`src/rtl/ce.sv`:
```
// ce: pipelined signed multiply-accumulate over a CL_IN x KERNEL x KERNEL window with shift, optional ReLU and saturation
module ce #(
    parameter int CL_IN  = 4,
    parameter int KERNEL = 3,
    parameter int RELU   = 1,
    parameter int N      = 4,
    parameter int M      = 4,
    parameter int SR     = 2,
    localparam int E     = (KERNEL == 3) ? 3 : (KERNEL == 5) ? 4 : (KERNEL == 7) ? 5 : 1,
    localparam int W     = N + M + E + 3
) (
    input  logic                              clk,
    input  logic                              rst,
    input  logic [CL_IN*KERNEL*KERNEL*N-1:0]  data2conv,
    input  logic                              en_in,
    input  logic [CL_IN*KERNEL*KERNEL*M-1:0]  w,
    output logic signed [W-1:0]               d_out,
    output logic                              en_out
);
    localparam int P  = CL_IN * KERNEL * KERNEL;
    localparam int PW = N + M;
    // sum width covers P products of magnitude at most 2^(PW-2) with margin
    localparam int SW = PW + $clog2(P) + 1;
    // one extra bit so the saturation bounds always fit as positive/negative values
    localparam int CW = (SW > W ? SW : W) + 1;
    localparam logic signed [CW-1:0] MAXV = {{(CW-W+1){1'b0}}, {(W-1){1'b1}}};
    localparam logic signed [CW-1:0] MINV = {{(CW-W+1){1'b1}}, {(W-1){1'b0}}};

    logic [2:0]             v_q;
    logic signed [PW-1:0]   prod_q [P];
    logic signed [SW-1:0]   sum_d, sum_q, sh;
    logic signed [CW-1:0]   ext, rl;
    logic signed [W-1:0]    d_d, d_out_q;

    // valid bit travelling alongside the three data stages
    always_ff @(posedge clk) begin
        v_q <= rst ? '0 : {v_q[1:0], en_in};
    end

    // stage 1: full-precision element-wise products, loaded only for valid samples
    always_ff @(posedge clk) begin
        if (en_in)
            for (int i = 0; i < P; i++)
                prod_q[i] <= PW'($signed(data2conv[i*N +: N])) * PW'($signed(w[i*M +: M]));
    end

    // full-precision sum of all products
    always_comb begin
        sum_d = '0;
        for (int i = 0; i < P; i++)
            sum_d = sum_d + SW'(prod_q[i]);
    end

    // stage 2: register the sum
    always_ff @(posedge clk) begin
        if (v_q[0])
            sum_q <= sum_d;
    end

    // floor shift, optional ReLU, then clamp to the output range
    always_comb begin
        sh  = sum_q >>> SR;
        ext = CW'(sh);
        rl  = (RELU != 0 && ext[CW-1]) ? '0 : ext;
        d_d = (rl > MAXV) ? MAXV[W-1:0] : (rl < MINV) ? MINV[W-1:0] : rl[W-1:0];
    end

    // stage 3: output register holds its value between valid results
    always_ff @(posedge clk) begin
        if (rst)
            d_out_q <= '0;
        else if (v_q[1])
            d_out_q <= d_d;
    end

    assign d_out  = d_out_q;
    assign en_out = v_q[2];
endmodule

```
`config.mk`:
```
export PLATFORM = sky130hd
export DESIGN_NAME = ce
export DESIGN_NICKNAME = d
export VERILOG_FILES = /design/src/rtl/ce.sv
export SDC_FILE = /design/constraint.sdc
export NUM_CORES = 2
export LEC_CHECK = 0
export CAP_MARGIN = 20
export CORE_ASPECT_RATIO = 1.2
export CORE_MARGIN = 2
export CORE_UTILIZATION = 55
export DETAILED_ROUTE_END_ITERATION = 10
export PLACE_DENSITY_LB_ADDON = 0.3
export SETUP_SLACK_MARGIN = 0.2
export SLEW_MARGIN = 0
export SYNTH_ARGS = -nofsm -noshare
export SYNTH_HDL_FRONTEND = slang
export SYNTH_SLANG_ARGS = --single-unit
```
`constraint.sdc`:
```
create_clock -name clk -period 13.9 [get_ports clk]
set_input_delay 2.78 -clock clk [delete_from_list [all_inputs] [get_ports clk]]
set_output_delay 2.78 -clock clk [all_outputs]
set_load 0.005 [all_outputs]
```
* Word-level counts from Yosys, hierarchy flattened
Memories as Yosys holds them, arrays and structs flattened. Index checks and enable logic that the tools add are counted.
Storage, ports and cells: flip-flop bits (word level) 32, memory bits (writable) 288, input port bits 291, output and inout port bits 15, logic and storage cells 82, memories 1
Operators by class: add/subtract/negate cells 35, $mul 36, order comparisons 2, mux-type cells 5
Memories:
- prod_q | depth 36, bits a word 8, read ports 36, clocked after Yosys merged registers in 0, wr ports 36, RTL line 30 | logic signed [PW-1:0] prod_q [P];
Operators by type and width (count):
- $add 15x8->15 | 28
- $mul 4x4->8 | 36
- $mux 14 | 2
- $add 14x8->15 | 1
- $add 13x8->14 | 1
- $lt 13x14->1 const B | 1
- $add 12x8->13 | 1
- $gt 12x13->1 const B | 1
- $add 11x8->12 | 1
- $mux 12 | 1
- $add 10x8->11 | 1
- $add 9x8->10 | 1
- $add 8x8->9 | 1
- $mux 1 | 2

* Longest topological paths before layout
An unclocked memory read counts as a cell.
depth after elaboration 36, mapped depth 22, gate-level depth less buffers 22

* Least setup slack after synthesis
Ideal clock, no wire load.
path type reg-to-reg, from memory prod_q[1][11] (netlist name), to register sum_q[13], data pin, setup time 0.150 ns, arrival 6.071 ns, required time 13.750 ns, slack 7.679 ns, cell stages (with the launch flop) 23, path buffers 0, clock period less this slack 6.221 ns, cell sequence edfxtp_1 > fa_1 > inv_1 > fa_1 > inv_1 > fa_1 > inv_1 > fa_1 > fa_1 > inv_1 > fa_1 > fa_1 > inv_1 > fa_1 > inv_1 > ha_1 > inv_1 > fa_1 > nor2b_4 > o31a_4 > o21ai_2 > a2111o_1 > o211ai_2
RTL lines:
- start, declared | RTL line 30
- end signal, assigned | RTL line 57 | sum_q <= sum_d;
- end, declared | RTL line 31 | logic signed [SW-1:0] sum_d, sum_q, sh;

==> out/results.tsv <==
metric	value	unit
fp.dieW	245.2	um
cp.buffers_inverters	7	
grt_pass1_wl	126600	um
ys_types	37	
cts-resized-gates	0	
synth.area.top_cells	fa_1 32%, edfxtp_1 24%, ha_1 15%	
rsz0062_at_grt	false	
cp_max_fo	4	
syn_area	38390	sq um
ctsHoldBuffers	0	
crit_family	adder cells	
fin_skew	0.02074	ns
antenna_left	0	
synth_seq_area_share	0.2433	
syn_to_final_growth	13.96	%
min_period_over_period	0.4653	
finalMaxSlewViolations	0	
met3_usage	0.02128	
tns	0	ns
initial_core_util	0.5535	
avgSynthCellArea	10.84	sq um
placementRows	106	
finalSetupViolCount	0	
cp_data_required_time	14.29	ns
dr.pass1.iters	5	
synth_most_common_cell	inv_1	
crit_path_top_delay_cell	fa_1	
place_congestion	0.8566	
n_antenna_cell	0	
post-dp-hpwl	66790	um
synth_cells	3543	
dr_total_vias	23290	
wl	75450	um
arrival	6.85	ns
fin_crit	6.468	ns
yosysTopAreaCellShare	0.3243	
synth_edf_count	301	
max_cap_violations	0	
io_buffers	303	
avgRoutedWirePerCell	15.63	um
async_reset_ff_frac	0	
clock_sinks	316	
numCtsBuffers	37	
status	completed	
drive_gt1_frac	0.01561	
final_nets	5257	
crit_path_end_kind	register	
worst_pin_slew	1.009	ns
max_stage_delay	0.55	ns
grt.busiest_layer	met2	
cts_setup_buffers	0	
synth_top_area_cell	fa_1	
crit_type	register to register	
yosysWarningCount	0	
cts.htree.levels	2	
cts_buffer_depth	3	
start_kind	register	
grt_overflow_total	0	
grt_max_degree	89	
crit_chain	fa_1 > inv_1 > fa_1 > inv_1 > fa_1 > inv_1 > fa_1 > fa_1 > inv_1 > fa_1 > fa_1 > inv_1 > fa_1 > inv_1 > ha_1 > inv_1 > fa_1 > nor2b_4 > o31a_4 > o21ai_2 > a2111o_1 > o211ai_2	
clock_latency	0.55	ns
ys_ff_latch	316	
synth_flop_cell	edfxtp_1	
drc	0	
viasPerCell	4.825	
timing.fmax	154.6	MHz
hold_path_class	register to register	
first_iter_violations	874	
crit_top_cell	fa_1	
antenna_found_initial	0	
use_met1	0.2809	
io_pins	306	
grt_usage	0.2232	
hold_viol	0	
dieArea	71940	sq um
die_y	293.4	um
relSlewSlack	0.3271	
yosys-top-cells-count	1065 x inv_1, 622 x fa_1, 461 x ha_1	
fp.coreArea	69360	sq um
ctsRootBufferMaster	clkbuf_16	
grt_util_met2	0.4164	
clkTransAtPathRegs	0.06	ns
grt_pass1_vias	26280	
tritoncts	built	
[worst min-delay path, delay by kind of cell, from the launching register on]
| family | cells | cell delay, ns |
|---|---|---|
| AND/OR/NAND/NOR | 1 | 0.07 |
| flip-flops | 1 | 0.32 |
| AO/OA/AOI/OAI | 1 | 0.05 |
[cells in the final DEF (no fill, tap or decap), types with 3 or more instances in the layout]
cell and n:
inv_1 1065, fa_1 622, ha_1 461, clkdlybuf4s50_1 302, edfxtp_1 301, and2_1 250
xnor2_1 227, nand2_1 188, a21oi_1 92, nand2b_1 89, a21o_1 78, clkbuf_16 40
xor2_1 35, nor2_1 34, o21ai_0 31, nor2b_1 15, dfxtp_1 15, clkbuf_1 10
o21bai_1 7, nand3_1 6, clkinv_2 6, nor3_1 3, clkinv_1 3, buf_4 3
[flip-flops by register name (all words and copies together), names as in the netlist]
| register | flops |
|---|---|
| d_out | 12 |
| prod_q | 288 |
| sum_q | 13 |
| v_q | 3 |
[final cells by class]
class | count | area (sq um)
inverter | 1065 | 3998
tap | 918 | 1149
multi-input combinational | 2157 | 25030
sequential | 316 | 9339
clock inverter | 14 | 126.4
timing repair buffer | 306 | 3060
fill | 5601 | 25610
clock buffer | 51 | 1052
[layer usage]
metal  up-vias  wire length, um
li1      11320                -
met1     11540            31300
met2       341            40430
met3        88             2319
met4         0             1409
met5         -                0
[per-stage QoR]
stage	util	hold slack (ns)	area (sq um)	std cells	setup WS (ns)
after global routing	0.6307	0.5279	43750	4827	7.162
after global placement	0.6137	0.4524	42570	4762	7.500
after CTS	0.6307	0.4788	43750	4827	7.417
after detailed placement	0.6137	0.4649	42570	4762	7.431
after floorplan	-	0.4479	38400	3544	7.679
final	0.6307	0.4721	43750	4827	7.432
[cells by family after synthesis]
logic type               Yosys count  share of synthesized area
AO/OA/AOI/OAI                    217                    0.03513
XOR/XNOR                         262                    0.05977
adder cells (fa/ha/maj)         1083                     0.4746
buffers and inverters           1071                     0.1050
flip-flops                       316                     0.2433
other                              1                 0.00009768
AND/OR/NAND/NOR                  593                    0.08216
[final timing paths]
| check | start | endpoint | slack [ns] | cells past startpoint |
|---|---|---|---|---|
| hold / removal | sum_q[2] | d_out[0] | 0.47 | 2 |
| setup / recovery | prod_q[1][11] | sum_q[13] | 7.43 | 22 |
| setup reg to reg | prod_q[1][11] | sum_q[13] | 7.43 | 22 |
| hold reg to reg | sum_q[2] | d_out[0] | 0.47 | 2 |
Power is left out: the tool's default activity adds up to more than one toggle a clock period on the data nets, which glitch-free logic cannot reach.
